--- config.mk ---
export PLATFORM = sky130hd
export DESIGN_NAME = ex_md_stage
export DESIGN_NICKNAME = d
export VERILOG_FILES = /design/src/rtl/ex_md_stage_pkg.sv /design/src/rtl/ex_md_stage_md_iter_unit.sv /design/src/rtl/ex_md_stage.sv
export SDC_FILE = /design/constraint.sdc
export NUM_CORES = 2
export LEC_CHECK = 0
export ABC_AREA = 0
export CAP_MARGIN = 25
export CELL_PAD_IN_SITES_DETAIL_PLACEMENT = 1
export CELL_PAD_IN_SITES_GLOBAL_PLACEMENT = 2
export CORE_ASPECT_RATIO = 0.9
export CORE_UTILIZATION = 33
export CTS_BUF_LIST = sky130_fd_sc_hd__clkbuf_8
export CTS_CLUSTER_DIAMETER = 40
export DETAILED_ROUTE_END_ITERATION = 8
export PLACE_DENSITY_LB_ADDON = 0.1
export SYNTH_ARGS = -nofsm -noshare
export SYNTH_HDL_FRONTEND = slang
export SYNTH_SLANG_ARGS = --single-unit
--- constraint.sdc ---
create_clock -name clock -period 5.6 [get_ports clock]
set_clock_uncertainty 0.15 [all_clocks]
set_input_delay 0.84 -clock clock [delete_from_list [all_inputs] [get_ports clock]]
set_output_delay 0.84 -clock clock [all_outputs]
set_load 0.05 [all_outputs]
--- src/rtl/ex_md_stage_pkg.sv ---
// ex_md_stage_pkg: shared op codes, widths, MD FSM states and MD op-class decode
package ex_md_stage_pkg;
  localparam int DEF_XLEN = 32;
  localparam int DEF_OPW = 5;
  localparam logic [4:0] OP_ADD = 5'd0;
  localparam logic [4:0] OP_SUB = 5'd1;
  localparam logic [4:0] OP_AND = 5'd2;
  localparam logic [4:0] OP_OR = 5'd3;
  localparam logic [4:0] OP_XOR = 5'd4;
  localparam logic [4:0] OP_SLL = 5'd5;
  localparam logic [4:0] OP_SRL = 5'd6;
  localparam logic [4:0] OP_SRA = 5'd7;
  localparam logic [4:0] OP_SLT = 5'd8;
  localparam logic [4:0] OP_SLTU = 5'd9;
  localparam logic [4:0] OP_MUL = 5'd16;
  localparam logic [4:0] OP_MULH = 5'd17;
  localparam logic [4:0] OP_MULHU = 5'd18;
  localparam logic [4:0] OP_DIV = 5'd20;
  localparam logic [4:0] OP_DIVU = 5'd21;
  localparam logic [4:0] OP_REM = 5'd22;
  localparam logic [4:0] OP_REMU = 5'd23;
  typedef enum logic {IDLE, RUN} md_state_e;
  function automatic logic is_md(input logic [DEF_OPW-1:0] op);
    return op == OP_MUL || op == OP_MULH || op == OP_MULHU || (op >= OP_DIV && op <= OP_REMU);
  endfunction
endpackage

--- src/rtl/ex_md_stage_md_iter_unit.sv ---
// md_iter_unit: 1-bit/cycle shift-add multiplier and restoring divider on magnitudes
module md_iter_unit
  import ex_md_stage_pkg::*;
#(
  parameter int XLEN = DEF_XLEN,
  parameter int OPW = DEF_OPW
) (
  input  logic            clock,
  input  logic            reset,
  input  logic            start,
  input  logic            flush,
  input  logic [OPW-1:0]  op,
  input  logic [XLEN-1:0] a,
  input  logic [XLEN-1:0] b,
  output logic            busy,
  output logic            done,
  output logic [XLEN-1:0] result
);
  localparam int CW = $clog2(XLEN);
  md_state_e state;
  logic [CW-1:0] cnt;
  logic [OPW-1:0] op_q;
  logic [XLEN-1:0] hi, lo, mag, a_q, hi_n, lo_n, ma, mb, q, r;
  logic neg, dz, sa, sb, dv, div_q, sgn;
  logic [XLEN:0] sum, sh, diff;
  logic [2*XLEN-1:0] prod;
  assign dv = op[2];
  assign sgn = op == OP_MUL || op == OP_MULH || op == OP_DIV || op == OP_REM;
  assign sa = sgn && a[XLEN-1];
  assign sb = sgn && b[XLEN-1];
  assign ma = sa ? -a : a;
  assign mb = sb ? -b : b;
  assign div_q = op_q[2];
  // hi/lo hold {product hi, multiplier} when multiplying, {remainder, quotient} when dividing
  assign sum = {1'b0, hi} + (lo[0] ? {1'b0, mag} : '0);
  assign sh = {hi, lo[XLEN-1]};
  assign diff = sh - {1'b0, mag};
  assign hi_n = div_q ? (diff[XLEN] ? sh[XLEN-1:0] : diff[XLEN-1:0]) : sum[XLEN:1];
  assign lo_n = div_q ? {lo[XLEN-2:0], ~diff[XLEN]} : {sum[0], lo[XLEN-1:1]};
  assign prod = neg ? -{hi_n, lo_n} : {hi_n, lo_n};
  assign q = neg ? -lo_n : lo_n;
  assign r = neg ? -hi_n : hi_n;
  assign result = op_q == OP_MUL ? prod[XLEN-1:0] :
                  !div_q ? prod[2*XLEN-1:XLEN] :
                  op_q[1] ? (dz ? a_q : r) : (dz ? '1 : q);
  assign busy = state == RUN;
  assign done = busy && cnt == CW'(XLEN - 1);
  always_ff @(posedge clock or negedge reset) begin
    if (!reset) begin
      state <= IDLE;
      cnt <= '0;
      op_q <= '0;
      hi <= '0;
      lo <= '0;
      mag <= '0;
      a_q <= '0;
      neg <= 1'b0;
      dz <= 1'b0;
    end else if (flush) begin
      state <= IDLE;
      cnt <= '0;
    end else if (state == IDLE) begin
      if (start) begin
        state <= RUN;
        cnt <= '0;
        op_q <= op;
        hi <= '0;
        lo <= dv ? ma : mb;
        mag <= dv ? mb : ma;
        a_q <= a;
        neg <= op == OP_REM ? sa : sa ^ sb;
        dz <= dv && b == '0;
      end
    end else begin
      hi <= hi_n;
      lo <= lo_n;
      cnt <= cnt + 1'b1;
      if (done) state <= IDLE;
    end
  end
endmodule

--- src/rtl/ex_md_stage.sv ---
// ex_md_stage: execute stage (ALU + iterative RV32M engine) with EX/MEM pipeline latch
module ex_md_stage
  import ex_md_stage_pkg::*;
#(
  parameter int XLEN = DEF_XLEN,
  parameter int OPW = DEF_OPW
) (
  input  logic            clock,
  input  logic            reset,
  input  logic            id_valid,
  input  logic [OPW-1:0]  alu_op,
  input  logic [XLEN-1:0] operand_a,
  input  logic [XLEN-1:0] operand_b,
  input  logic [XLEN-1:0] rdata2,
  input  logic [1:0]      wb_ctl,
  input  logic [2:0]      m_ctl,
  input  logic [4:0]      write_reg,
  input  logic            flush,
  output logic            stall_out,
  output logic            ex_valid,
  output logic [1:0]      wb_ctlout,
  output logic            branch,
  output logic            memread,
  output logic            memwrite,
  output logic            zero,
  output logic [XLEN-1:0] alu_result,
  output logic [XLEN-1:0] rdata2out,
  output logic [4:0]      five_bit_muxout
);
  logic md, busy, done, go, start;
  logic [4:0] sh;
  logic [XLEN-1:0] alu, md_res, res, h_rd2;
  logic [1:0] h_wb;
  logic [2:0] h_m;
  logic [4:0] h_wr;
  assign md = is_md(alu_op);
  assign go = !busy && id_valid && !md;
  assign start = !busy && id_valid && md && !flush;
  assign stall_out = (!busy && id_valid && md) || (busy && !done);
  assign sh = operand_b[4:0];
  assign res = done ? md_res : alu;
  always_comb begin
    alu = '0;
    case (alu_op)
      OP_ADD:  alu = operand_a + operand_b;
      OP_SUB:  alu = operand_a - operand_b;
      OP_AND:  alu = operand_a & operand_b;
      OP_OR:   alu = operand_a | operand_b;
      OP_XOR:  alu = operand_a ^ operand_b;
      OP_SLL:  alu = operand_a << sh;
      OP_SRL:  alu = operand_a >> sh;
      OP_SRA:  alu = $signed(operand_a) >>> sh;
      OP_SLT:  alu = XLEN'($signed(operand_a) < $signed(operand_b));
      OP_SLTU: alu = XLEN'(operand_a < operand_b);
      default: alu = '0;
    endcase
  end
  md_iter_unit #(.XLEN(XLEN), .OPW(OPW)) u_md (
    .clock(clock), .reset(reset), .start(start), .flush(flush), .op(alu_op),
    .a(operand_a), .b(operand_b), .busy(busy), .done(done), .result(md_res)
  );
  // controls of the MD instruction are parked here while upstream moves on at the final edge
  always_ff @(posedge clock or negedge reset) begin
    if (!reset) begin
      h_wb <= '0;
      h_m <= '0;
      h_wr <= '0;
      h_rd2 <= '0;
    end else if (start) begin
      h_wb <= wb_ctl;
      h_m <= m_ctl;
      h_wr <= write_reg;
      h_rd2 <= rdata2;
    end
  end
  always_ff @(posedge clock or negedge reset) begin
    if (!reset) begin
      ex_valid <= 1'b0;
      wb_ctlout <= '0;
      {branch, memread, memwrite} <= 3'b0;
      zero <= 1'b0;
      alu_result <= '0;
      rdata2out <= '0;
      five_bit_muxout <= '0;
    end else if (flush || !(done || go)) begin
      ex_valid <= 1'b0;
      wb_ctlout <= '0;
      {branch, memread, memwrite} <= 3'b0;
    end else begin
      ex_valid <= 1'b1;
      wb_ctlout <= done ? h_wb : wb_ctl;
      {branch, memread, memwrite} <= done ? h_m : m_ctl;
      alu_result <= res;
      zero <= res == '0;
      rdata2out <= done ? h_rd2 : rdata2;
      five_bit_muxout <= done ? h_wr : write_reg;
    end
  end
endmodule

# After elaboration in Yosys (flattened, before gate mapping)
# Cells that the tools add are included.
[word_totals] ff_bits=259 inputBits=115 output_inout_bits=77 elab_cells=131
[op_classes] addsub=10 magnitude_cmp=4 eq_ne=16 n_shift=3 muxes=39 bitwise=7 reduce_logical=30
[ops] cell="two-way mux 32 bit" n=21
[ops] cell="one-hot mux 32 bit (10 select lines)" n=1
[ops] cell="negation 32 bit" n=4
[ops] cell="zero test 32 bit" n=2
[ops] cell="less-than comparator 32 bit" n=2
[ops] cell="two-way mux 64 bit" n=1
[ops] cell="negation 64 bit" n=1
[ops] cell="equality test 5 bit, second input constant" n=7
[ops] cell="adder 32 x 33 -> 33 bit" n=1
[ops] cell="subtractor 33 x 32 -> 33 bit" n=1
[ops] cell="adder 32 bit" n=1
[ops] cell="AND 32 bit" n=1
[ops] cell="bitwise OR 32 bit" n=1
[ops] cell="<< shifter 32 x 5 -> 32 bit" n=1
[ops] cell="right shift 32 x 5 -> 32 bit" n=1
[ops] cell=">>> shifter 32 x 5 -> 32 bit" n=1
[ops] cell="subtractor 32 bit" n=1
[ops] cell="bitwise XOR 32 bit" n=1
[ops] cell="equality test 5 x 3 -> 1 bit, second input constant" n=4
[ops] cell="two-way mux 5 bit" n=4
[ops] cell="equality test 5 x 2 -> 1 bit, second input constant" n=2
[ops] cell="equality test 5 x 4 -> 1 bit, second input constant" n=2
[ops] cell="logical AND 1 bit" n=10
[ops] cell="two-way mux 1 bit" n=9
[ops] cell="other kinds (15)" n=29

# Logic depth before layout (Yosys ltp)
[depth] depth_word=11 ltp_mapped=28 mapped_depth_nobuf=27

# Modules after synthesis
# A second synthesis with hierarchy kept.
[unflattened] hier_cells=4068 hier_area_um2=31168.6
[modules_own_cells] mod="md_iter_unit" n_inst=1 cells_per_inst=2158 area_each_um2=16143.0 seq_area_each_um2=3528.4
[modules_own_cells] mod="ex_md_stage" n_inst=1 cells_per_inst=1910 area_each_um2=15025.7 seq_area_each_um2=2952.8

# Worst setup path after synthesis
# OpenSTA, ideal clock, no wires.
[synth_timing] path_type="input -> register" start="in operand_b[1]" end="reg zero" setup_time_ns=0.066 t_arrival_ns=5.608 t_required_ns=5.384 slack_ns=-0.224 cell_stages=23 n_path_buf=4 path_cell_list="clkbuf_1 -> inv_1 -> clkbuf_1 -> buf_1 -> clkbuf_1 -> ha_1 -> nor2_1 -> o311a_1 -> o221ai_1 -> a221oi_1 -> nand3_1 -> a31o_2 -> o211ai_1 -> and3_1 -> nand2_1 -> a31oi_1 -> nor3_1 -> or3_1 -> and3_1 -> nor4_1 -> and4_1 -> nand2_1 -> nand2_1"
[synth_via] elab_chain_len=4 elab_cells_between_ends=13 classes_between="add/sub: 2; order compare: 2; shift: 3; mux: 2; bitwise: 3; reduce/logical: 1"
[synth_lines] element="start, declared" line="ex_md_stage.sv:13" text="input logic [XLEN-1:0] operand_b,"
[synth_lines] element="subtractor 32 bit, or another cell as far along" line="ex_md_stage.sv:46" text="OP_SUB: alu = operand_a - operand_b;"
[synth_lines] element="one-hot mux 32 bit (10 select lines) (*)" line="ex_md_stage.sv:44" text="case (alu_op)"
[synth_lines] element="two-way mux 32 bit (*)" line="ex_md_stage.sv:41" text="assign res = done ? md_res : alu;"
[synth_lines] element="zero test 32 bit (*)" line="ex_md_stage.sv:94" text="zero <= res == '0;"
[synth_lines] element="end signal, assigned" line="ex_md_stage.sv:81" text="zero <= 1'b0;"
[synth_lines] element="end signal, assigned" line="ex_md_stage.sv:94"
[synth_lines] element="end, declared" line="ex_md_stage.sv:25" text="output logic zero,"
# Every way passes the cells marked *; elsewhere a longest branch is shown, timed or not.
# A chain may end at the register's enable or synchronous reset.

# Worst setup path after layout
[layout_timing] start="reg u_md.lo[31]" end="reg zero"
[layout_via] elab_chain_len=11 elab_cells_between_ends=18 classes_between="add/sub: 4; mux: 12; bitwise: 1; reduce/logical: 1"
[layout_lines] element="start, declared" line="ex_md_stage_md_iter_unit.sv:23" text="logic [XLEN-1:0] hi, lo, mag, a_q, hi_n, lo_n, ma, mb, q, r;"
[layout_lines] element="start signal, assigned" line="ex_md_stage_md_iter_unit.sv:68" text="lo <= dv ? ma : mb;"
[layout_lines] element="start signal, assigned" line="ex_md_stage_md_iter_unit.sv:76" text="lo <= lo_n;"
[layout_lines] element="subtractor 33 x 32 -> 33 bit" line="ex_md_stage_md_iter_unit.sv:37" text="assign diff = sh - {1'b0, mag};"
[layout_lines] element="two-way mux 32 bit or NOT 1 bit (tied branches)" line="ex_md_stage_md_iter_unit.sv:38, ex_md_stage_md_iter_unit.sv:39"
[layout_lines] element="two-way mux 32 bit (on tied branches)" line="ex_md_stage_md_iter_unit.sv:38, ex_md_stage_md_iter_unit.sv:39"
[layout_lines] element="negation 32 bit (on tied branches)" line="ex_md_stage_md_iter_unit.sv:42, ex_md_stage_md_iter_unit.sv:41"
[layout_lines] element="two-way mux 32 bit (on tied branches)" line="ex_md_stage_md_iter_unit.sv:42, ex_md_stage_md_iter_unit.sv:41"
[layout_lines] element="two-way mux 32 bit (2 in a row)" line="ex_md_stage_md_iter_unit.sv:45" text="op_q[1] ? (dz ? a_q : r) : (dz ? '1 : q);"
[layout_lines] element="two-way mux 32 bit" line="ex_md_stage_md_iter_unit.sv:44" text="!div_q ? prod[2*XLEN-1:XLEN] :"
[layout_lines] element="two-way mux 32 bit (*)" line="ex_md_stage_md_iter_unit.sv:43" text="assign result = op_q == OP_MUL ? prod[XLEN-1:0] :"
[layout_lines] element="two-way mux 32 bit (*)" line="ex_md_stage.sv:41"
[layout_lines] element="zero test 32 bit (*)" line="ex_md_stage.sv:94"
# Marks and branches as above.

==> flow_summary.yaml <==
placed_design:
  io_buffers: 191
  place_congestion: 1.024
  dp_hpwl_um: 125300
  dp_cells: 5663
  dp_slack_ps: -537.3
critical_path:
  path_buf_inv: 3
  path_class: "flop to flop"
  cp_slowest_stage_delay_ps: 470
  arrival_ps: 6270
  cp_slowest_cell: "or4bb_4"
  end_kind: "flop"
  cp-start-kind: "flop"
  path_delay_family: "simple AND/OR/NAND/NOR gates"
  crit_required_ps: 6120
  cp_max_fo: 3
  crit_top_cell: "nand2_1"
grt:
  grt_overflow: 0
  grt_pass1_wl_um: 228000
  gr-usage-all-layers_pct: 34.50
  grt_pass1_vias: 33780
  antenna_found_initial: 10
  grt_max_degree: 97
status:
  violations: "setup timing"
  status: "finished with violations"
timing:
  holdWs_ps: 323.7
  hold_viol: 0
  post-route-period-util_pct: 102.7
  maxSlewViolCount: 0
  worst_slew_pin_slew_ps: 1152
  fmax_mhz: 173.9
  grt_setup_unrepaired: "yes"
  finalSetupViolCount: 1
  slew_headroom_pct: 22.94
  period_needed_ps: 5752
  timing.final.ws_setup_ps: -151.6
floorplanning:
  initial_core_util_pct: 33.42
  core_area_um2: 86150
  num_io_pins: 192
  dieArea_um2: 88420
  die_h_um: 282.2
  num_rows: 102
  die_w_um: 313.3
cells_and_area:
  area_delta_synth_final_pct: 32.81
  drive_above_1_share_pct: 21.16
  num-nets-final: 4885
  layout.cells.non_filler: 5791
clocking:
  h-tree-depth: 2
  clock_sinks: 259
  cts_tree: "built"
  insertion_delay_ps: 740
  cts_buffer_depth: 3
  cts_made_buffers: 58
  cts.clk_slew.worst_paths_ps: 60
  cts_root_buffer: "clkbuf_8"
power:
  power_per_cell_area_nw_per_um2: 417.7
  leakage_nw: 16.78
  power_frac_comb_pct: 68.0
  clock_power_share_pct: 15.1
  internal_power_mw: 8.127
  ir_drop_mv: 0.2786
  p_switching_mw: 7.844
  switching_share_pct: 49.11
  p_seq_share_pct: 16.9
synthesis:
  async_flop_share_pct: 100.0
  synth_cell_type_count: 101
  synth_cells: 3930
  yosysWarningCount: 0
  ys_ff_latch: 259
  syn_nets: 4216
  syn_area_um2: 28790
  syn_area_per_cell_um2: 7.325
  synth_flop_cell: "dfrtp_1"
  ys_seq_area_share_pct: 22.51
  synth_edf_count: 0
routing:
  wire_per_inst_um: 27.07
  ant_nets: 0
  remaining_drc_errors: 0
  first_pass_iters: 6
  via_per_inst: 5.939
  routed_wl_um: 156800
  num_vias: 34390
  first_iter_violations: 3161
min_path:
  holdCritPathClass: "flop to flop"
flow_run:
  cap_violations: 0
## state kept, by name, indices dropped and copies added (netlist names), 32 cells and up
register and flops:
alu_result 32, h_rd2 32, rdata2out 32, u_md.a_q 32, u_md.hi 32, u_md.lo 32, u_md.mag 32
## synthesized netlist by cell type, drive strengths merged, types with 23 or more instances
cell	instances	area share (%)
a211o	23	0.70
a211oi	46	1.3
a21o	36	0.94
a21oi	295	5.2
a221o	25	0.87
a221oi	29	0.88
a22o	26	0.79
a31oi	90	2.0
and2	53	1.2
and3	28	0.61
buf	69	1.0
clkbuf	202	2.6
dfrtp	259	23
ha	167	7.3
inv	154	2.0
mux2i	109	3.8
mux4	27	2.1
nand2	603	7.9
nand2b	36	0.78
nand3	75	1.3
nand4	36	0.80
nor2	371	4.8
nor3	80	1.4
nor4	36	0.80
o211ai	52	1.4
o21ai	368	6.4
o221ai	55	1.7
o22ai	26	0.57
o31ai	46	1.2
or3	32	0.71
xnor2	136	4.1
xor2	49	1.5
## final timing paths
path / end / cells after the start / from / slack (ps)
max: zero / 27 / u_md.lo[31] / -150
min: alu_result[27] / 2 / alu_result[27] / 320
max reg2reg: zero / 27 / u_md.lo[31] / -150
min reg2reg: alu_result[27] / 2 / alu_result[27] / 320
max in group asynchronous: u_md.op_q[2] / 3 / reset / 3660
min in group asynchronous: u_md.mag[26] / 2 / reset / 450
## repair_timing
| item | in CTS | in global routing |
|---|---|---|
| pin swaps | 19 | 37 |
| hold buffers | 1 | 0 |
| endpoints found under the setup margin | 6 | 11 |
| endpoints found under the hold margin | 42 | 0 |
| buffers inserted | 9 | 10 |
| resized for setup | 34 | 72 |
## cell families (layout without fill, tap and decap cells)
kind of cell | after synthesis | after routing | synth area share [%]
flops | 259 | 259 | 22.51
mux | 142 | 142 | 6.137
xor+xnor | 185 | 185 | 5.628
simple gates | 1440 | 1440 | 22.72
compound gates | 1307 | 1307 | 29.77
fa+ha+maj | 171 | 171 | 7.537
buf+inv | 426 | 1142 | 5.694
other cells | 0 | 1 | 0
## worst register-to-register path: stages, from the launching register on
cell and delay [ps]:
dfrtp_1 350, inv_2 40, ha_2 190, fa_2 340, nand2b_4 160, a21oi_4 140, o211ai_1 190, a21bo_2 300
a21oi_4 200, nor3_4 70, a21oi_2 160, ha_2 210, o211ai_1 140, nor2_2 180, buf_4 150, nand3_2 60
or3_4 350, o41ai_4 230, xor2_1 170, nand2_1 80, a222oi_1 310, buf_4 190, or4bb_4 470, nor4_4 170
nand4_1 260, nor4_2 300, nand2_1 100, nand2_1 70
## metal layers
| metal | part of all wire (%) | global-route usage [%] | wire [um] | vias up |
|---|---|---|---|---|
| met2 | 41 | 49.42 | 63980 | 1362 |
| li1 | - | - | - | 15720 |
| met5 | 0.042 | 0 | 66 | - |
| met1 | 47 | 49.84 | 73430 | 17090 |
| met4 | 3.3 | 10.93 | 5145 | 10 |
| met3 | 9.0 | 8.952 | 14160 | 207 |
## layout by cell type, fill, tap and decap left out, types with 22 or more instances in the layout
cell	instances
buf_4	676
nand2_1	601
nor2_1	363
o21ai_0	360
a21oi_1	281
dfrtp_1	256
clkdlybuf4s50_1	183
inv_1	155
ha_1	154
xnor2_1	135
mux2i_1	109
a31oi_1	88
nor3_1	75
nand3_1	71
clkbuf_8	69
o221ai_1	54
o211ai_1	51
and2_1	49
xor2_1	49
a211oi_1	41
o31ai_1	40
a21o_1	35
nand4_1	35
nand2b_1	33
or3_1	29
and3_1	28
nor4_1	28
a221oi_1	27
mux4_2	27
a22o_1	26
o22ai_1	25
a221o_1	25
a211o_1	23
o21a_1	22
## stage by stage
step	TNS (ps)	total power [mW]	util [%]	instance area, um2
after floorplan	0	8.060	-	28800
after global placement	-675.8	12.79	42.05	36220
after detailed placement	-1413	12.89	42.05	36220
after CTS	-150.4	15.50	43.88	37800
after global routing	-624.5	16.91	44.38	38230
final	-151.6	15.97	44.38	38230
## power by group through the flow
stage	logic (mW)	registers (mW)	clock network, mW
floorplan	5.18	2.88	0
global placement	10.1	2.69	0
detailed placement	10.2	2.71	0
global route	11.6	2.76	2.55
finish	10.9	2.71	2.41
CTS	10.4	2.68	2.46
## final cells by class
class	instances	area, um2
Antenna cell	1	2.502
Clock buffer	69	949.7
Clock inverter	38	350.3
Fill cell	10640	47910
Inverter	155	581.8
Multi-Input combinational cell	3245	21240
Sequential cell	259	6487
Tap cell	1144	1431
Timing Repair Buffer	880	7194
Note: power is estimated with default switching activity, not from simulation.
